$ cat config.mk
export PLATFORM = sky130hd
export DESIGN_NAME = calc_sequencer
export DESIGN_NICKNAME = d
export VERILOG_FILES = /design/src/rtl/calc_pkg.sv /design/src/rtl/calc_key_edge.sv /design/src/rtl/calc_sequencer.sv
export SDC_FILE = /design/constraint.sdc
export NUM_CORES = 1
export LEC_CHECK = 0
export ABC_AREA = 1
export BUFFER_PORTS_ARGS = -buffer_cell sky130_fd_sc_hd__buf_2
export CAP_MARGIN = 20
export CORE_UTILIZATION = 65
export CTS_CLUSTER_DIAMETER = 150
export DETAILED_ROUTE_END_ITERATION = 8
export GPL_TIMING_DRIVEN = 1
export PLACE_DENSITY = 0.87
export REMOVE_ABC_BUFFERS = 1
export SYNTH_ARGS = -nofsm -noshare
export SYNTH_HDL_FRONTEND = slang
export SYNTH_SLANG_ARGS = --single-unit
$ cat constraint.sdc
create_clock -name clk -period 8.4 [get_ports clk]
set_input_delay 0.84 -clock clk [delete_from_list [all_inputs] [get_ports clk]]
set_output_delay 0.84 -clock clk [all_outputs]
set_load 0.03 [all_outputs]
$ cat src/rtl/calc_pkg.sv
// calc_pkg: shared types and limits for the keypad calculator sequencer.
//   - calcState_t : FSM state encoding (ENTRY, SHOW, ERROR)
//   - OPERAND_W / ACC_W : datapath widths
//   - MAX_DIGITS / MAX_ACC : entry and accumulator limits
//   - Key bit positions inside the packed 14-bit key vector
package calc_pkg;

    typedef enum logic [1:0] {
        ENTRY = 2'd0,
        SHOW  = 2'd1,
        ERROR = 2'd2
    } calcState_t;

    localparam int OPERAND_W  = 14;
    localparam int ACC_W      = 17;
    localparam int SUM_W      = ACC_W + 1;
    localparam int CNT_W      = 3;
    localparam int MAX_DIGITS = 4;
    localparam int MAX_ACC    = 99999;

    // Packed key vector layout: digits in [9:0], command keys above.
    localparam int NUM_KEYS   = 14;
    localparam int KEY_ENTER  = 10;
    localparam int KEY_NUMBER = 11;
    localparam int KEY_TOTAL  = 12;
    localparam int KEY_CLEAR  = 13;

endpackage

$ cat src/rtl/calc_key_edge.sv
// calc_key_edge: per-bit rising-edge detector for raw key levels.
//   Optional 2-flop synchronizer when CALC_SYNC_EN is defined.
// Ports:
//   clk, rst   : clock, asynchronous active-high reset
//   keys[W]    : raw key levels
//   level[W]   : sampled (post-synchronizer) key levels
//   rise[W]    : one-cycle event per press
module calc_key_edge #(
    parameter int W = 14
) (
    input  logic         clk,
    input  logic         rst,
    input  logic [W-1:0] keys,
    output logic [W-1:0] level,
    output logic [W-1:0] rise
);

    logic [W-1:0] sampled;
    logic [W-1:0] prev;
    logic [W-1:0] armed;

`ifdef CALC_SYNC_EN
    logic [W-1:0] sync1;
    logic [W-1:0] sync2;

    always_ff @(posedge clk or posedge rst) begin
        if (rst) begin
            sync1 <= '0;
            sync2 <= '0;
        end else begin
            sync1 <= keys;
            sync2 <= sync1;
        end
    end

    assign sampled = sync2;
`else
    assign sampled = keys;
`endif

    // armed goes high once a bit has been sampled low, so a key held
    // through reset release cannot fire until it is released and re-pressed.
    always_ff @(posedge clk or posedge rst) begin
        if (rst) begin
            prev  <= '0;
            armed <= '0;
        end else begin
            prev  <= sampled;
            armed <= armed | ~sampled;
        end
    end

    assign level = sampled;
    assign rise  = sampled & ~prev & armed;

endmodule

$ cat src/rtl/calc_sequencer.sv
// calc_sequencer: key event decode, operand builder, accumulator and
// display select for the keypad calculator, in one clocked FSM.
// Optional feature macro: CALC_SYNC_EN (2-flop key synchronizers,
// latency 3 cycles instead of 1).
// Ports:
//   clk, rst      : clock, asynchronous active-high reset
//   key_enter     : add operand to accumulator
//   key_number    : back to operand entry
//   key_total     : show accumulator
//   key_clear     : clear everything
//   digit_keys    : one-hot digit keys 0..9
//   operand       : operand being entered (0..9999)
//   acc           : running sum (0..99999)
//   disp_value    : value to BCD converter
//   show / err    : state decode of SHOW / ERROR
//   digit_cnt     : digits entered (0..4)
module calc_sequencer
    import calc_pkg::*;
(
    input  logic                 clk,
    input  logic                 rst,
    input  logic                 key_enter,
    input  logic                 key_number,
    input  logic                 key_total,
    input  logic                 key_clear,
    input  logic [9:0]           digit_keys,
    output logic [OPERAND_W-1:0] operand,
    output logic [ACC_W-1:0]     acc,
    output logic [ACC_W-1:0]     disp_value,
    output logic                 show,
    output logic                 err,
    output logic [CNT_W-1:0]     digit_cnt
);

    logic [NUM_KEYS-1:0] keyLevel;
    logic [NUM_KEYS-1:0] keyRise;

    calc_key_edge #(.W(NUM_KEYS)) uKeyEdge (
        .clk   (clk),
        .rst   (rst),
        .keys  ({key_clear, key_total, key_number, key_enter, digit_keys}),
        .level (keyLevel),
        .rise  (keyRise)
    );

    calcState_t state;

    logic [9:0] digitRise;
    logic [9:0] digitLevel;
    logic       digitValid;
    logic [3:0] digitIdx;

    assign digitRise  = keyRise[9:0];
    assign digitLevel = keyLevel[9:0];

    // Valid only when one digit rises and no other digit is held.
    assign digitValid = (digitRise != '0) &&
                        ((digitRise & (digitRise - 10'd1)) == '0) &&
                        (digitLevel == digitRise);

    always_comb begin
        digitIdx = '0;
        for (int i = 0; i < 10; i++) begin
            if (digitRise[i]) digitIdx = 4'(i);
        end
    end

    logic [SUM_W-1:0]     sum;
    logic [OPERAND_W-1:0] shifted;

    assign sum     = {1'b0, acc} + SUM_W'(operand);
    assign shifted = OPERAND_W'(operand * OPERAND_W'(10)) + OPERAND_W'(digitIdx);

    calcState_t           nState;
    logic [OPERAND_W-1:0] nOperand;
    logic [ACC_W-1:0]     nAcc;
    logic [CNT_W-1:0]     nCnt;
    logic [ACC_W-1:0]     nDisp;

    // Priority chain: clear > total > enter > number > digit; a higher
    // event consumes the cycle even when it has no effect in this state.
    always_comb begin
        nState   = state;
        nOperand = operand;
        nAcc     = acc;
        nCnt     = digit_cnt;
        if (keyRise[KEY_CLEAR]) begin
            nState   = ENTRY;
            nOperand = '0;
            nAcc     = '0;
            nCnt     = '0;
        end else if (state != ERROR) begin
            if (keyRise[KEY_TOTAL]) begin
                if (state == ENTRY) nState = SHOW;
            end else if (keyRise[KEY_ENTER]) begin
                if (sum <= SUM_W'(MAX_ACC)) begin
                    nAcc     = sum[ACC_W-1:0];
                    nOperand = '0;
                    nCnt     = '0;
                    nState   = ENTRY;
                end else begin
                    nState = ERROR;
                end
            end else if (keyRise[KEY_NUMBER]) begin
                if (state == SHOW) begin
                    nState   = ENTRY;
                    nOperand = '0;
                    nCnt     = '0;
                end
            end else if (digitValid) begin
                if (state == SHOW) begin
                    nOperand = OPERAND_W'(digitIdx);
                    nCnt     = CNT_W'(1);
                    nState   = ENTRY;
                end else if (digit_cnt < CNT_W'(MAX_DIGITS)) begin
                    nOperand = shifted;
                    nCnt     = digit_cnt + CNT_W'(1);
                end
            end
        end

        case (nState)
            ENTRY:   nDisp = ACC_W'(nOperand);
            SHOW:    nDisp = nAcc;
            default: nDisp = '0;
        endcase
    end

    always_ff @(posedge clk or posedge rst) begin
        if (rst) begin
            state      <= ENTRY;
            operand    <= '0;
            acc        <= '0;
            digit_cnt  <= '0;
            disp_value <= '0;
            show       <= 1'b0;
            err        <= 1'b0;
        end else begin
            state      <= nState;
            operand    <= nOperand;
            acc        <= nAcc;
            digit_cnt  <= nCnt;
            disp_value <= nDisp;
            show       <= (nState == SHOW);
            err        <= (nState == ERROR);
        end
    end

endmodule
==> metrics.yaml <==
clock_network:
  post_cts_resized: 0
  clock_sinks: 83
  clockBufferDepth: 2
  numCtsBuffers: 9
  cts_setup_buffers: 0
  cts_root_buf: "clkbuf_8"
  holdBufCountCts: 0
  htreeDepth: 3
  cts_tree: "done"
  insertion_delay_ns: 0.36
  clk_pin_slew_ns: 0.09
floorplan:
  die-area_mm2: 0.00996
  fp.dieH_um: 99.8
  io-pin-count: 69
  fp-row-count: 35
  die_w_um: 99.8
  core_mm2: 0.00924
  initial_core_util: 0.673
grt:
  grt_max_degree: 84
  grt_pass1_vias: 5575
  grt_pass1_wl_um: 25300
  grt_util_met2: 0.519
  antenna_found_initial: 0
  grtUsageMet1: 0.440
  grt.busiest_layer: "met2"
  track_usage: 0.323
  grt_overflow: 0
  gr-usage-met3: 0.0550
logic_synthesis:
  synth-main-ff-cell: "dfrtp_1"
  synth.distinct_cells: 44
  synth_top_family_by_area: "simple AND/OR/NAND/NOR gates"
  synth-simple-area-share: 0.363
  async_flop_share: 1.00
  ys_seq_elements: 83
  synth_area_mm2: 0.00622
  synth_xor_area_frac: 0.0127
  synth-compound-area-share: 0.0908
  syn_area_per_cell_um2: 6.72
  yosysSeqAreaShare: 0.334
  synthMuxAreaShare: 0
  synth_edf_count: 0
  ys_warn_count: 0
  netlist_instances: 925
  synth_fa_ha_area_frac: 0.0841
sta:
  finalSetupViolCount: 0
  fin_hold_ws_ns: 0.445
  clock.fmax_mhz: 294
  maxSlewHeadroom: 0.514
  tightest_slew_ns: 0.728
  tns_ns: 0
  slew_violations: 0
  grt_setup_unrepaired: "false"
  fin_crit_ns: 3.41
  finClkSkew_ns: 0.0148
  finalHoldViolCount: 0
  period_share: 0.405
routing:
  wirelength_um: 15200
  vias: 6068
  ant_nets: 0
  drt-pass1-iter-count: 5
  drt_iter0_drc: 456
  drc: 0
  wire_per_inst_um: 13.5
  via_per_inst: 5.37
cells_and_area:
  diodes: 0
  layout-drive-gt1-share: 0.124
  fillers: 787
  finalCoreUtilization: 0.744
  final_cell_mix: "299 x nand2_1, 168 x inv_1, 83 x dfrtp_1"
  layout_commonest_cell: "nand2_1"
  syn2layout_area_growth_pct: 10.5
  finalNetCount: 1053
pwr:
  power_density_mw_per_mm2: 228
  internal_power_w: 0.000815
  comb_power_share: 0.500
  p_sw_w: 0.000752
  p_sw_frac: 0.480
  pwr-share-clk: 0.167
  p_total_w: 0.00157
  ir_drop_v: 0.000130
  seq_power_share: 0.333
  p_leak_nw: 4.07
place:
  place_congestion: 0.964
  hpwl_um: 11500
  portBuffers: 68
status:
  outcome: "completed"
critical_path:
  start_kind: "input pin"
  required_ns: 8.70
  worstPathMaxFanout: 6
  worst_setup_path_end_kind: "flop"
  cp.arrival_ns: 3.70
  crit_type: "in -> reg"
worst_hold_path:
  hold_class: "reg -> reg"
flow_run:
  maxCapViolCount: 0
[power groups by stage]
stage | clock network [W] | logic (W) | registers (W)
after global placement | 0 | 0.000754 | 0.000527
after floorplan | 0 | 0.000489 | 0.000608
after detailed placement | 0 | 0.000767 | 0.000527
after global routing | 0.000279 | 0.000877 | 0.000528
after CTS | 0.000262 | 0.000774 | 0.000519
final | 0.000261 | 0.000783 | 0.000522
[state kept, by name, summed over array words and instances, names as in the netlist]
name            cells
acc                17
digit_cnt           3
disp_value         17
err                 1
operand            14
show                1
state               2
uKeyEdge.armed     14
uKeyEdge.prev      14
[synth_stat cells, drive strengths merged, types with 2 or more instances]
| library cell | n | area (um2) |
|---|---|---|
| nand2 | 307 | 1170 |
| o211ai | 4 | 30.0 |
| nand3b | 5 | 37.5 |
| nand4 | 24 | 165 |
| o21bai | 2 | 15.0 |
| xnor2 | 3 | 26.3 |
| or2 | 4 | 25.0 |
| xor2 | 6 | 52.6 |
| o21ai | 42 | 225 |
| and3 | 4 | 25.0 |
| nor3 | 12 | 81.3 |
| nand3 | 71 | 393 |
| fa | 3 | 60.1 |
| a31oi | 3 | 18.8 |
| inv | 170 | 638 |
| dfrtp | 83 | 2080 |
| and2 | 3 | 18.8 |
| ha | 37 | 463 |
| buf | 5 | 50.0 |
| clkbuf | 6 | 22.5 |
| nor2 | 82 | 342 |
| a21oi | 41 | 220 |
[metal layers]
layer / vias up / share of wire / wire length, um
li1: 3064 / - / -
met1: 2717 / 0.46 / 6980
met2: 245 / 0.45 / 6790
met3: 42 / 0.066 / 1010
met4: 0 / 0.029 / 437
met5: - / 0 / 0
[final cells by class]
cell class	count	area, um2	area share
repair buffers	72	390	0.0568
well taps	129	161	0.0235
clock buffers	10	128	0.0186
flip-flops and latches	83	2080	0.302
clock inverters	6	41.3	0.00601
inverters	171	643	0.0936
multi-input cells	660	3430	0.499
[worst paths after layout]
kind / startpoint / to / slack, ns / cells past startpoint
hold reg to reg: uKeyEdge.armed[12] / uKeyEdge.armed[12] / 0.45 / 2
max in group asynchronous: rst / operand[4] / 7.33 / 4
min in group asynchronous: rst / uKeyEdge.armed[4] / 0.47 / 3
setup / recovery: digit_keys[8] / disp_value[11] / 4.99 / 22
hold / removal: uKeyEdge.armed[12] / uKeyEdge.armed[12] / 0.45 / 2
setup reg to reg: operand[0] / disp_value[15] / 5.01 / 17
[metrics by stage]
step | setup WS [ns] | cells | cell area, um2
after floorplan | 5.28 | 914 | 6140
after global placement | 4.91 | 1114 | 6680
after detailed placement | 4.73 | 1114 | 6680
after CTS | 5.04 | 1130 | 6840
after global routing | 4.57 | 1131 | 6870
final | 4.99 | 1131 | 6870
[critical path, cell delays in order]
cell     delay [ns]
buf_2          0.12
inv_1          0.05
nor2_1         0.03
nand2_1        0.09
nand2_1        0.14
a31oi_1        0.25
ha_1           0.26
fa_1           0.21
nand2_1        0.08
a21oi_1        0.22
nand3_1        0.13
nor2_1         0.16
nand2_1        0.09
nor2_1         0.16
inv_1          0.07
o21ai_0        0.15
nand3_1        0.09
a21oi_1        0.14
o21ai_0        0.09
nor2_1         0.17
nand2_1        0.08
nand2_1        0.08
[cells by family after synthesis]
logic type               count (synthesis)
AO/OA/AOI/OAI                           99
XOR/XNOR                                 9
adder cells (fa/ha/maj)                 40
buffers and inverters                  182
flip-flops                              83
AND/OR/NAND/NOR                        512
No activity file was read; power rests on OpenSTA's default activity.
